[src/rtl/jtag_pkg.sv]
// rtl/jtag_pkg.sv - shared JTAG TAP state codes, scan op codes and instruction codes
package jtag_pkg;

    // IEEE 1149.1 TAP controller states
    localparam logic [3:0] TLR        = 4'd0;
    localparam logic [3:0] RTI        = 4'd1;
    localparam logic [3:0] SELECT_DR  = 4'd2;
    localparam logic [3:0] CAPTURE_DR = 4'd3;
    localparam logic [3:0] SHIFT_DR   = 4'd4;
    localparam logic [3:0] EXIT1_DR   = 4'd5;
    localparam logic [3:0] PAUSE_DR   = 4'd6;
    localparam logic [3:0] EXIT2_DR   = 4'd7;
    localparam logic [3:0] UPDATE_DR  = 4'd8;
    localparam logic [3:0] SELECT_IR  = 4'd9;
    localparam logic [3:0] CAPTURE_IR = 4'd10;
    localparam logic [3:0] SHIFT_IR   = 4'd11;
    localparam logic [3:0] EXIT1_IR   = 4'd12;
    localparam logic [3:0] PAUSE_IR   = 4'd13;
    localparam logic [3:0] EXIT2_IR   = 4'd14;
    localparam logic [3:0] UPDATE_IR  = 4'd15;

    // scan command op codes
    localparam logic [1:0] OP_RESET = 2'd0;
    localparam logic [1:0] OP_IR    = 2'd1;
    localparam logic [1:0] OP_DR    = 2'd2;
    localparam logic [1:0] OP_RSVD  = 2'd3;

    // die instruction codes
    localparam logic [3:0] EXTEST = 4'h0;

    // scan master sequencing states
    typedef enum logic [2:0] {
        CTL_INIT,
        CTL_IDLE,
        CTL_WALK_IN,
        CTL_SHIFT,
        CTL_WALK_OUT,
        CTL_RST_SEQ
    } ctl_state_t;

endpackage

[src/rtl/jtag_tap_mirror.sv]
// rtl/jtag_tap_mirror.sv - IEEE 1149.1 TAP state register and next-state function
module jtag_tap_mirror
    import jtag_pkg::*;
(
    input  logic       TCK,
    input  logic       TRST,
    input  logic       tms,
    output logic [3:0] tap_state
);

    logic [3:0] tap_next;

    // 16-state TAP transition selected by the TMS value sampled on this edge
    always_comb begin
        tap_next = TLR;
        case (tap_state)
            TLR:        tap_next = tms ? TLR       : RTI;
            RTI:        tap_next = tms ? SELECT_DR : RTI;
            SELECT_DR:  tap_next = tms ? SELECT_IR : CAPTURE_DR;
            CAPTURE_DR: tap_next = tms ? EXIT1_DR  : SHIFT_DR;
            SHIFT_DR:   tap_next = tms ? EXIT1_DR  : SHIFT_DR;
            EXIT1_DR:   tap_next = tms ? UPDATE_DR : PAUSE_DR;
            PAUSE_DR:   tap_next = tms ? EXIT2_DR  : PAUSE_DR;
            EXIT2_DR:   tap_next = tms ? UPDATE_DR : SHIFT_DR;
            UPDATE_DR:  tap_next = tms ? SELECT_DR : RTI;
            SELECT_IR:  tap_next = tms ? TLR       : CAPTURE_IR;
            CAPTURE_IR: tap_next = tms ? EXIT1_IR  : SHIFT_IR;
            SHIFT_IR:   tap_next = tms ? EXIT1_IR  : SHIFT_IR;
            EXIT1_IR:   tap_next = tms ? UPDATE_IR : PAUSE_IR;
            PAUSE_IR:   tap_next = tms ? EXIT2_IR  : PAUSE_IR;
            EXIT2_IR:   tap_next = tms ? UPDATE_IR : SHIFT_IR;
            UPDATE_IR:  tap_next = tms ? SELECT_DR : RTI;
            default:    tap_next = TLR;
        endcase
    end

    // state register; TRST forces Test-Logic-Reset just like the target
    always_ff @(posedge TCK or posedge TRST) begin
        if (TRST) begin
            tap_state <= TLR;
        end else begin
            tap_state <= tap_next;
        end
    end

endmodule

[src/rtl/jtag_scan_master.sv]
// rtl/jtag_scan_master.sv - JTAG initiator sequencing TAP reset, IR and DR scans
module jtag_scan_master
    import jtag_pkg::*;
#(
    parameter int MAX_LEN = 32,
    parameter int LEN_W   = 6
) (
    input  logic               TCK,
    input  logic               TRST,
    input  logic               cmd_valid,
    output logic               cmd_ready,
    input  logic [1:0]         cmd_op,
    input  logic [LEN_W-1:0]   cmd_len,
    input  logic [MAX_LEN-1:0] cmd_data,
    output logic               rsp_valid,
    output logic [MAX_LEN-1:0] rsp_data,
    output logic               tms,
    output logic               tdi,
    input  logic               tdo,
    output logic [3:0]         tap_state,
    output logic               busy
);

    localparam logic [LEN_W-1:0] MAX_LEN_L = LEN_W'(MAX_LEN);

    ctl_state_t         state, state_nxt;
    logic [LEN_W-1:0]   len, len_nxt;
    logic [LEN_W-1:0]   cnt, cnt_nxt;
    logic [LEN_W-1:0]   cnt_inc;
    logic [LEN_W-1:0]   walk_last;
    logic [LEN_W-1:0]   len_clamped;
    logic               is_ir, is_ir_nxt;
    logic               tms_nxt;
    logic               rsp_valid_nxt;
    logic [MAX_LEN-1:0] rsp_data_nxt;
    logic [MAX_LEN-1:0] sh;
    logic               accept;
    logic               shift_edge;

    jtag_tap_mirror u_mirror (
        .TCK       (TCK),
        .TRST      (TRST),
        .tms       (tms),
        .tap_state (tap_state)
    );

    assign len_clamped = (cmd_len > MAX_LEN_L) ? MAX_LEN_L : cmd_len;
    assign cmd_ready   = (state == CTL_IDLE) && (tap_state == RTI);
    assign accept      = cmd_valid && cmd_ready;
    assign busy        = !((state == CTL_IDLE) || (state == CTL_INIT));
    assign shift_edge  = (tap_state == SHIFT_DR) || (tap_state == SHIFT_IR);
    assign tdi         = sh[0];
    assign cnt_inc     = cnt + LEN_W'(1);
    // IR path goes through SELECT_IR, so it has one more walk-in edge
    assign walk_last   = is_ir ? LEN_W'(3) : LEN_W'(2);

    // tms_nxt is the TMS level the target will sample on the following edge
    always_comb begin
        state_nxt     = state;
        tms_nxt       = tms;
        cnt_nxt       = cnt;
        len_nxt       = len;
        is_ir_nxt     = is_ir;
        rsp_valid_nxt = 1'b0;
        rsp_data_nxt  = rsp_data;
        case (state)
            CTL_INIT: begin
                state_nxt = CTL_IDLE;
                tms_nxt   = 1'b0;
            end
            CTL_IDLE: begin
                if (accept) begin
                    len_nxt   = len_clamped;
                    cnt_nxt   = '0;
                    is_ir_nxt = (cmd_op == OP_IR);
                    if ((cmd_op == OP_RSVD) || (cmd_len == '0)) begin
                        rsp_valid_nxt = 1'b1;
                        rsp_data_nxt  = '0;
                    end else if (cmd_op == OP_RESET) begin
                        state_nxt = CTL_RST_SEQ;
                        tms_nxt   = 1'b1;
                    end else begin
                        state_nxt = CTL_WALK_IN;
                        tms_nxt   = 1'b1;
                    end
                end
            end
            CTL_WALK_IN: begin
                cnt_nxt = cnt_inc;
                if (cnt == walk_last) begin
                    // entering SHIFT now; a one-bit scan exits on its first shift
                    state_nxt = CTL_SHIFT;
                    cnt_nxt   = '0;
                    tms_nxt   = (len == LEN_W'(1));
                end else begin
                    tms_nxt = is_ir && (cnt == '0);
                end
            end
            CTL_SHIFT: begin
                if (cnt_inc == len) begin
                    state_nxt = CTL_WALK_OUT;
                    cnt_nxt   = '0;
                    tms_nxt   = 1'b1;
                end else begin
                    cnt_nxt = cnt_inc;
                    tms_nxt = ((cnt + LEN_W'(2)) == len);
                end
            end
            CTL_WALK_OUT: begin
                if (cnt == '0) begin
                    cnt_nxt = LEN_W'(1);
                    tms_nxt = 1'b0;
                end else begin
                    state_nxt     = CTL_IDLE;
                    rsp_valid_nxt = 1'b1;
                    rsp_data_nxt  = sh >> (MAX_LEN_L - len);
                end
            end
            CTL_RST_SEQ: begin
                cnt_nxt = cnt_inc;
                if (cnt < LEN_W'(4)) begin
                    tms_nxt = 1'b1;
                end else if (cnt == LEN_W'(4)) begin
                    tms_nxt = 1'b0;
                end else begin
                    state_nxt     = CTL_IDLE;
                    tms_nxt       = 1'b0;
                    rsp_valid_nxt = 1'b1;
                    rsp_data_nxt  = '0;
                end
            end
            default: begin
                state_nxt = CTL_INIT;
                tms_nxt   = 1'b0;
            end
        endcase
    end

    // controller registers; TRST aborts any command without a response
    always_ff @(posedge TCK or posedge TRST) begin
        if (TRST) begin
            state     <= CTL_INIT;
            tms       <= 1'b0;
            cnt       <= '0;
            len       <= '0;
            is_ir     <= 1'b0;
            rsp_valid <= 1'b0;
            rsp_data  <= '0;
        end else begin
            state     <= state_nxt;
            tms       <= tms_nxt;
            cnt       <= cnt_nxt;
            len       <= len_nxt;
            is_ir     <= is_ir_nxt;
            rsp_valid <= rsp_valid_nxt;
            rsp_data  <= rsp_data_nxt;
        end
    end

    // shift register: loaded on accept, TDO enters at the top on every shift edge
    always_ff @(posedge TCK or posedge TRST) begin
        if (TRST) begin
            sh <= '0;
        end else if (accept) begin
            sh <= cmd_data;
        end else if (shift_edge) begin
            sh <= {tdo, sh[MAX_LEN-1:1]};
        end
    end

endmodule

[config.mk]
export PLATFORM = sky130hd
export DESIGN_NAME = jtag_scan_master
export DESIGN_NICKNAME = d
export VERILOG_FILES = /design/src/rtl/jtag_pkg.sv /design/src/rtl/jtag_tap_mirror.sv /design/src/rtl/jtag_scan_master.sv
export SDC_FILE = /design/constraint.sdc
export NUM_CORES = 1
export LEC_CHECK = 0
export CAP_MARGIN = 25
export CORE_ASPECT_RATIO = 1.5
export CORE_MARGIN = 3
export CORE_UTILIZATION = 51
export DETAILED_ROUTE_END_ITERATION = 7
export PLACE_DENSITY = 0.86
export SYNTH_ARGS = -nofsm -noshare
export SYNTH_HDL_FRONTEND = slang
export SYNTH_SLANG_ARGS = --single-unit
[constraint.sdc]
create_clock -name TCK -period 3 [get_ports TCK]
set_input_delay 0.6 -clock TCK [delete_from_list [all_inputs] [get_ports TCK]]
set_output_delay 0.6 -clock TCK [all_outputs]
set_load 0.03 [all_outputs]
==> results.ini, run 1 <==
[run_status]
outcome=finished, final reports clean

[global_route]
grt_pass1_vias=5104
grt_pass1_wl_um=25900
track_usage_pct=24.5
grt_max_degree=70
antenna_found_initial=0
grt_overflow=0

[clocking]
holdBufCountCts=0
cts_tree=done
cts_root_buffer=clkbuf_16
htree_levels=3
path_clk_slew_ps=60
cts.sinks=86
post_cts_resized=0
clkLatencyLatePin_ps=340
ctsLongestPathBuffers=2
cts_buffers=9
cts_setup_buffers=0

[routing]
viasPerCell=6.16
routedWlPerCell_um=18.6
drtAntennaViolNets=0
via_count=5280
drc=0
dr.pass1.iters=5
first_iter_violations=323
routed_wl_um=15900

[final_layout]
layout.nets=755
drive_gt1_share_pct=14.7
syn_to_final_growth_pct=22.0
num_antenna_cells=0
fin_area_um2=7450
fillCellCount=907

[logic_synthesis]
yosysSeqAreaShare_pct=35.2
synth.distinct_cells=71
ys.warnings.count=0
async_flop_share_pct=100
synth_area_leaders=dfrtp_1 35%, mux4_2 8.8%, mux2i_1 7.9%
syn_nets=687
synth_top_area_share_pct=35.2
synthCells=635
ys_top_cells_by_count=86 x dfrtp_1, 73 x nand2_1, 66 x nor2_1
syn_avg_cell_area_um2=9.62
synth_seq_cells=86
synth_edf_count=0
netlist_area_um2=6110
yosysTopAreaCell=dfrtp_1
post-synth-top-count-cell=dfrtp_1
synth_flop_cell=dfrtp_1

[critical_path]
cp-end-kind=primary output
crit_type=register to primary output
cp_data_arrival_time_ps=2270
crit_fanout=14
cp_data_required_time_ps=2400
max_stage_delay_ps=680
critPathSlowestCell=clkdlybuf4s50_1
path_cells=or3b_2 -> nor2b_1 -> clkdlybuf4s50_1
critPathLaunchType=register

[floorplanning]
num_rows=48
dieArea_um2=13400
core_area_um2=11600
die_h_um=140
chipWidth_um=95.4
start_util_pct=52.7
io_pins=85

[timing]
finClkSkew_ps=5.57
setup_viol=0
whs_ps=482
slew_headroom_pct=31.5
fmax_mhz=348
fin_crit_ps=2870
hold_violations=0
rsz0062_at_grt=no
worst_pin_slew_ps=1020
slew_viol_final=0
finalCritPeriodShare_pct=95.8
final.setup.tns_ps=0

[place]
dp_hpwl_um=11800
io_buffers=84
routabilityCongestion=0.976
placed_area_um2=7150

[power_and_ir_drop]
leakage_nw=2.93
power_density_nw_per_um2=1360
max-vdd-ir-drop_v=0.000794

[run]
cap_violations=0

[worst_hold_path]
hp-class=register to register

[layout make-up]
type / count / area (um2) / share of cell area, %
multi-input combinational: 485 / 3700 / 49.7
timing repair buffer: 107 / 1050 / 14.1
clock inverter: 4 / 72.6 / 0.974
inverter: 14 / 53.8 / 0.722
sequential: 86 / 2150 / 28.9
clock buffer: 11 / 233 / 3.12
tap: 150 / 188 / 2.52
[layer usage]
layer | vias to the layer above | track usage [%] | wire (um)
met5 | - | 0 | 0
met3 | 32 | 3.12 | 881
met1 | 2547 | 32.1 | 6570
met4 | 0 | 9.89 | 427
met2 | 206 | 40.5 | 8070
li1 | 2495 | - | -
[worst paths after layout]
| kind | start | endpoint | slack (ps) | depth (start not counted) |
|---|---|---|---|---|
| max | state[2] | cmd_ready | 130 | 3 |
| min | rsp_data[31] | rsp_data[31] | 480 | 2 |
| max reg2reg | len[0] | rsp_data[30] | 320 | 8 |
| min reg2reg | rsp_data[31] | rsp_data[31] | 480 | 2 |
| max in group asynchronous | TRST | rsp_valid | 1620 | 3 |
| min in group asynchronous | TRST | rsp_data[26] | 660 | 2 |
[cell families after synthesis]
logic type / synth area share, %
AOI/OAI and AO/OA: 19.2
xor gates and xnor gates: 3.11
adders and majority gates: 1.64
buffers and inverters: 4.83
DFF: 35.2
muxes: 19.1
and+or+nand+nor: 16.9
[cells in the final DEF (no fill, tap or decap), types with 4 or more instances in the layout]
cell type / n
mux4_2: 24
nand3_1: 6
nand2b_1: 8
clkdlybuf4s50_1: 84
mux2i_1: 48
dfrtp_1: 85
nor3_1: 15
clkbuf_16: 9
nor4_1: 5
mux2_2: 13
buf_4: 20
xor2_1: 5
a211oi_1: 10
xnor2_1: 11
nor2_1: 66
a22o_1: 12
a31oi_1: 7
and3_1: 5
a21oi_1: 53
inv_1: 12
nor2b_1: 4
a221o_1: 17
o21ai_0: 23
o22ai_1: 6
nand2_1: 73
ha_1: 8
[worst max-delay path: cells and delay by family, from the launching register on]
family                 cells  cell delay, ps
buffers and inverters      1             680
DFF                        1             540
and+or+nand+nor            2             710
[registers in the layout (all words and copies together) (netlist names)]
name	count
cnt	6
is_ir	1
len	6
rsp_data	32
rsp_valid	1
sh	32
state	3
tms	1
u_mirror.tap_state	4
[per-stage QoR]
| step | utilization (%) | setup slack [ps] | power (W) | std cells |
|---|---|---|---|---|
| after detailed placement | 61.6 | 321 | 0.00890 | 842 |
| after global placement | 61.6 | 379 | 0.00873 | 842 |
| after global routing | 64.3 | 73.5 | 0.0108 | 857 |
| after CTS | 64.3 | 122 | 0.0101 | 857 |
| final | 64.3 | 126 | 0.0102 | 857 |
| after floorplan | - | 6.95 | 0.00705 | 635 |
[power breakdown]
| part | internal (W) | switching, W | total [W] |
|---|---|---|---|
| registers | 0.00161 | 0.000623 | 0.00223 |
| logic | 0.00293 | 0.00383 | 0.00676 |
| clock network | 0.000724 | 0.000448 | 0.00117 |
| total | 0.00526 | 0.00490 | 0.0102 |
Power figures use the tool's default switching activity.
==> inputs of run 2 (changes only) <==
CORE_MARGIN = default   (was 3)
HOLD_SLACK_MARGIN = 0.05   (was default)
==> run 2 against run 1 <==
- final area is 0.65% lower
- critical endpoint is now rsp_data[11]
- largest power group unchanged
- wire length is 1.5% lower
- total power is 0.88% lower
==> results.ini, run 2 (synthesis results as in run 1) <==
[place]
dp_hpwl_um=11400
io_buffers=84
routabilityCongestion=0.982
placed_area_um2=7130

[timing]
fmax_mhz=351
fin_crit_ps=2850
finClkSkew_ps=8.41
worst_pin_slew_ps=843
setup_viol=0
finalCritPeriodShare_pct=95.1
hold_violations=0
rsz0062_at_grt=no
slew_headroom_pct=43.7
final.setup.tns_ps=0
slew_viol_final=0

[critical_path]
critPathLaunchType=register
r2r_cells=8
cp_data_arrival_time_ps=3140
crit_type=register to register
cp_data_required_time_ps=3280
r2r_slack_ps=150
crit_fanout=12
crit_start=len[0]
r2r_start=len[0]
cp-end-kind=register
r2r-end=rsp_data[11]

[routing]
routed_wl_um=15700
via_count=5366
routedWlPerCell_um=18.4
drtAntennaViolNets=0
drc=0
viasPerCell=6.28
first_iter_violations=312
dr.pass1.iters=5

[run]
cap_violations=0

[worst_hold_path]
min_to=rsp_data[26]
hold_depth=2
min-delay-start=rsp_data[26]
hp-class=register to register

[floorplanning]
dieArea_um2=12400
io_pins=85
start_util_pct=52.7
num_rows=48
die_h_um=136
chipWidth_um=91.4
core_area_um2=11600

[power_and_ir_drop]
leakage_nw=2.91
power_density_nw_per_um2=1360
max-vdd-ir-drop_v=0.000767
power_w=0.0101

[final_layout]
layout_commonest_cell=dfrtp_1
fin_area_um2=7400
drive_gt1_share_pct=14.2
fillCellCount=931
syn_to_final_growth_pct=21.2
reg_top3=rsp_data: 32 flops, sh: 32 flops
layout.nets=753
num_antenna_cells=0
final_util_pct=63.9
mostFrequentLayoutCells=85 x dfrtp_1, 84 x clkdlybuf4s50_1, 73 x nand2_1, 66 x nor2_1, 53 x a21oi_1

[clocking]
path_clk_slew_ps=60
htree_levels=3
holdBufCountCts=0
cts_root_buffer=clkbuf_16
clkLatencyLatePin_ps=350
ctsLongestPathBuffers=2
cts_setup_buffers=0
post_cts_resized=0
cts_tree=done
cts_buffers=9
cts.sinks=86

[global_route]
grt_overflow=0
track_usage_pct=26.5
grt_pass1_vias=5070
antenna_found_initial=0
grt_pass1_wl_um=26000
grt_max_degree=78

[run_status]
outcome=finished, final reports clean

[run 2: worst max-delay path, cell delays in order, from the launching register on]
cell and delay [ps]:
dfrtp_2 460, inv_1 150, ha_1 400, buf_4 210, nor3b_1 700, mux2_2 320, nor2_1 60, a2111oi_2 350
a221o_1 150
[run 2: worst max path at each step]
stage                               to  slack [ps]
after floorplan            rsp_data[2]           7
after global placement    rsp_data[11]         320
after detailed placement  rsp_data[11]         250
after CTS                    cmd_ready         150
after global routing         cmd_ready          80
final                     rsp_data[11]         150
[run 2: area by class of cell]
class | count | area, um2 | area share, %
tap | 150 | 188 | 2.54
inverter | 14 | 53.8 | 0.727
multi-input combinational | 485 | 3700 | 50.0
clock buffer | 12 | 236 | 3.19
sequential | 86 | 2150 | 29.1
clock inverter | 2 | 35.0 | 0.473
timing repair buffer | 105 | 1040 | 14.0
[run 2: per-stage QoR]
step | worst slack [ps] | cells | hold slack, ps
after detailed placement | 253 | 840 | 472
final | 147 | 854 | 489
after CTS | 148 | 854 | 485
after global placement | 323 | 840 | 463
after global routing | 75.4 | 854 | 500
after floorplan | 6.95 | 635 | 492
[run 2: per-layer routing]
layer	up-vias	wire (um)	GRT usage, %
met5	-	0	0
met4	0	501	12.3
met3	39	801	3.36
met2	219	7750	44.1
met1	2626	6640	34.4
li1	2482	-	-
[run 2: report_power, final]
part	switching [W]	internal [W]	total, W
logic	0.00382	0.00292	0.00674
clock network	0.000437	0.000635	0.00107
registers	0.000659	0.00161	0.00227
total	0.00492	0.00516	0.0101
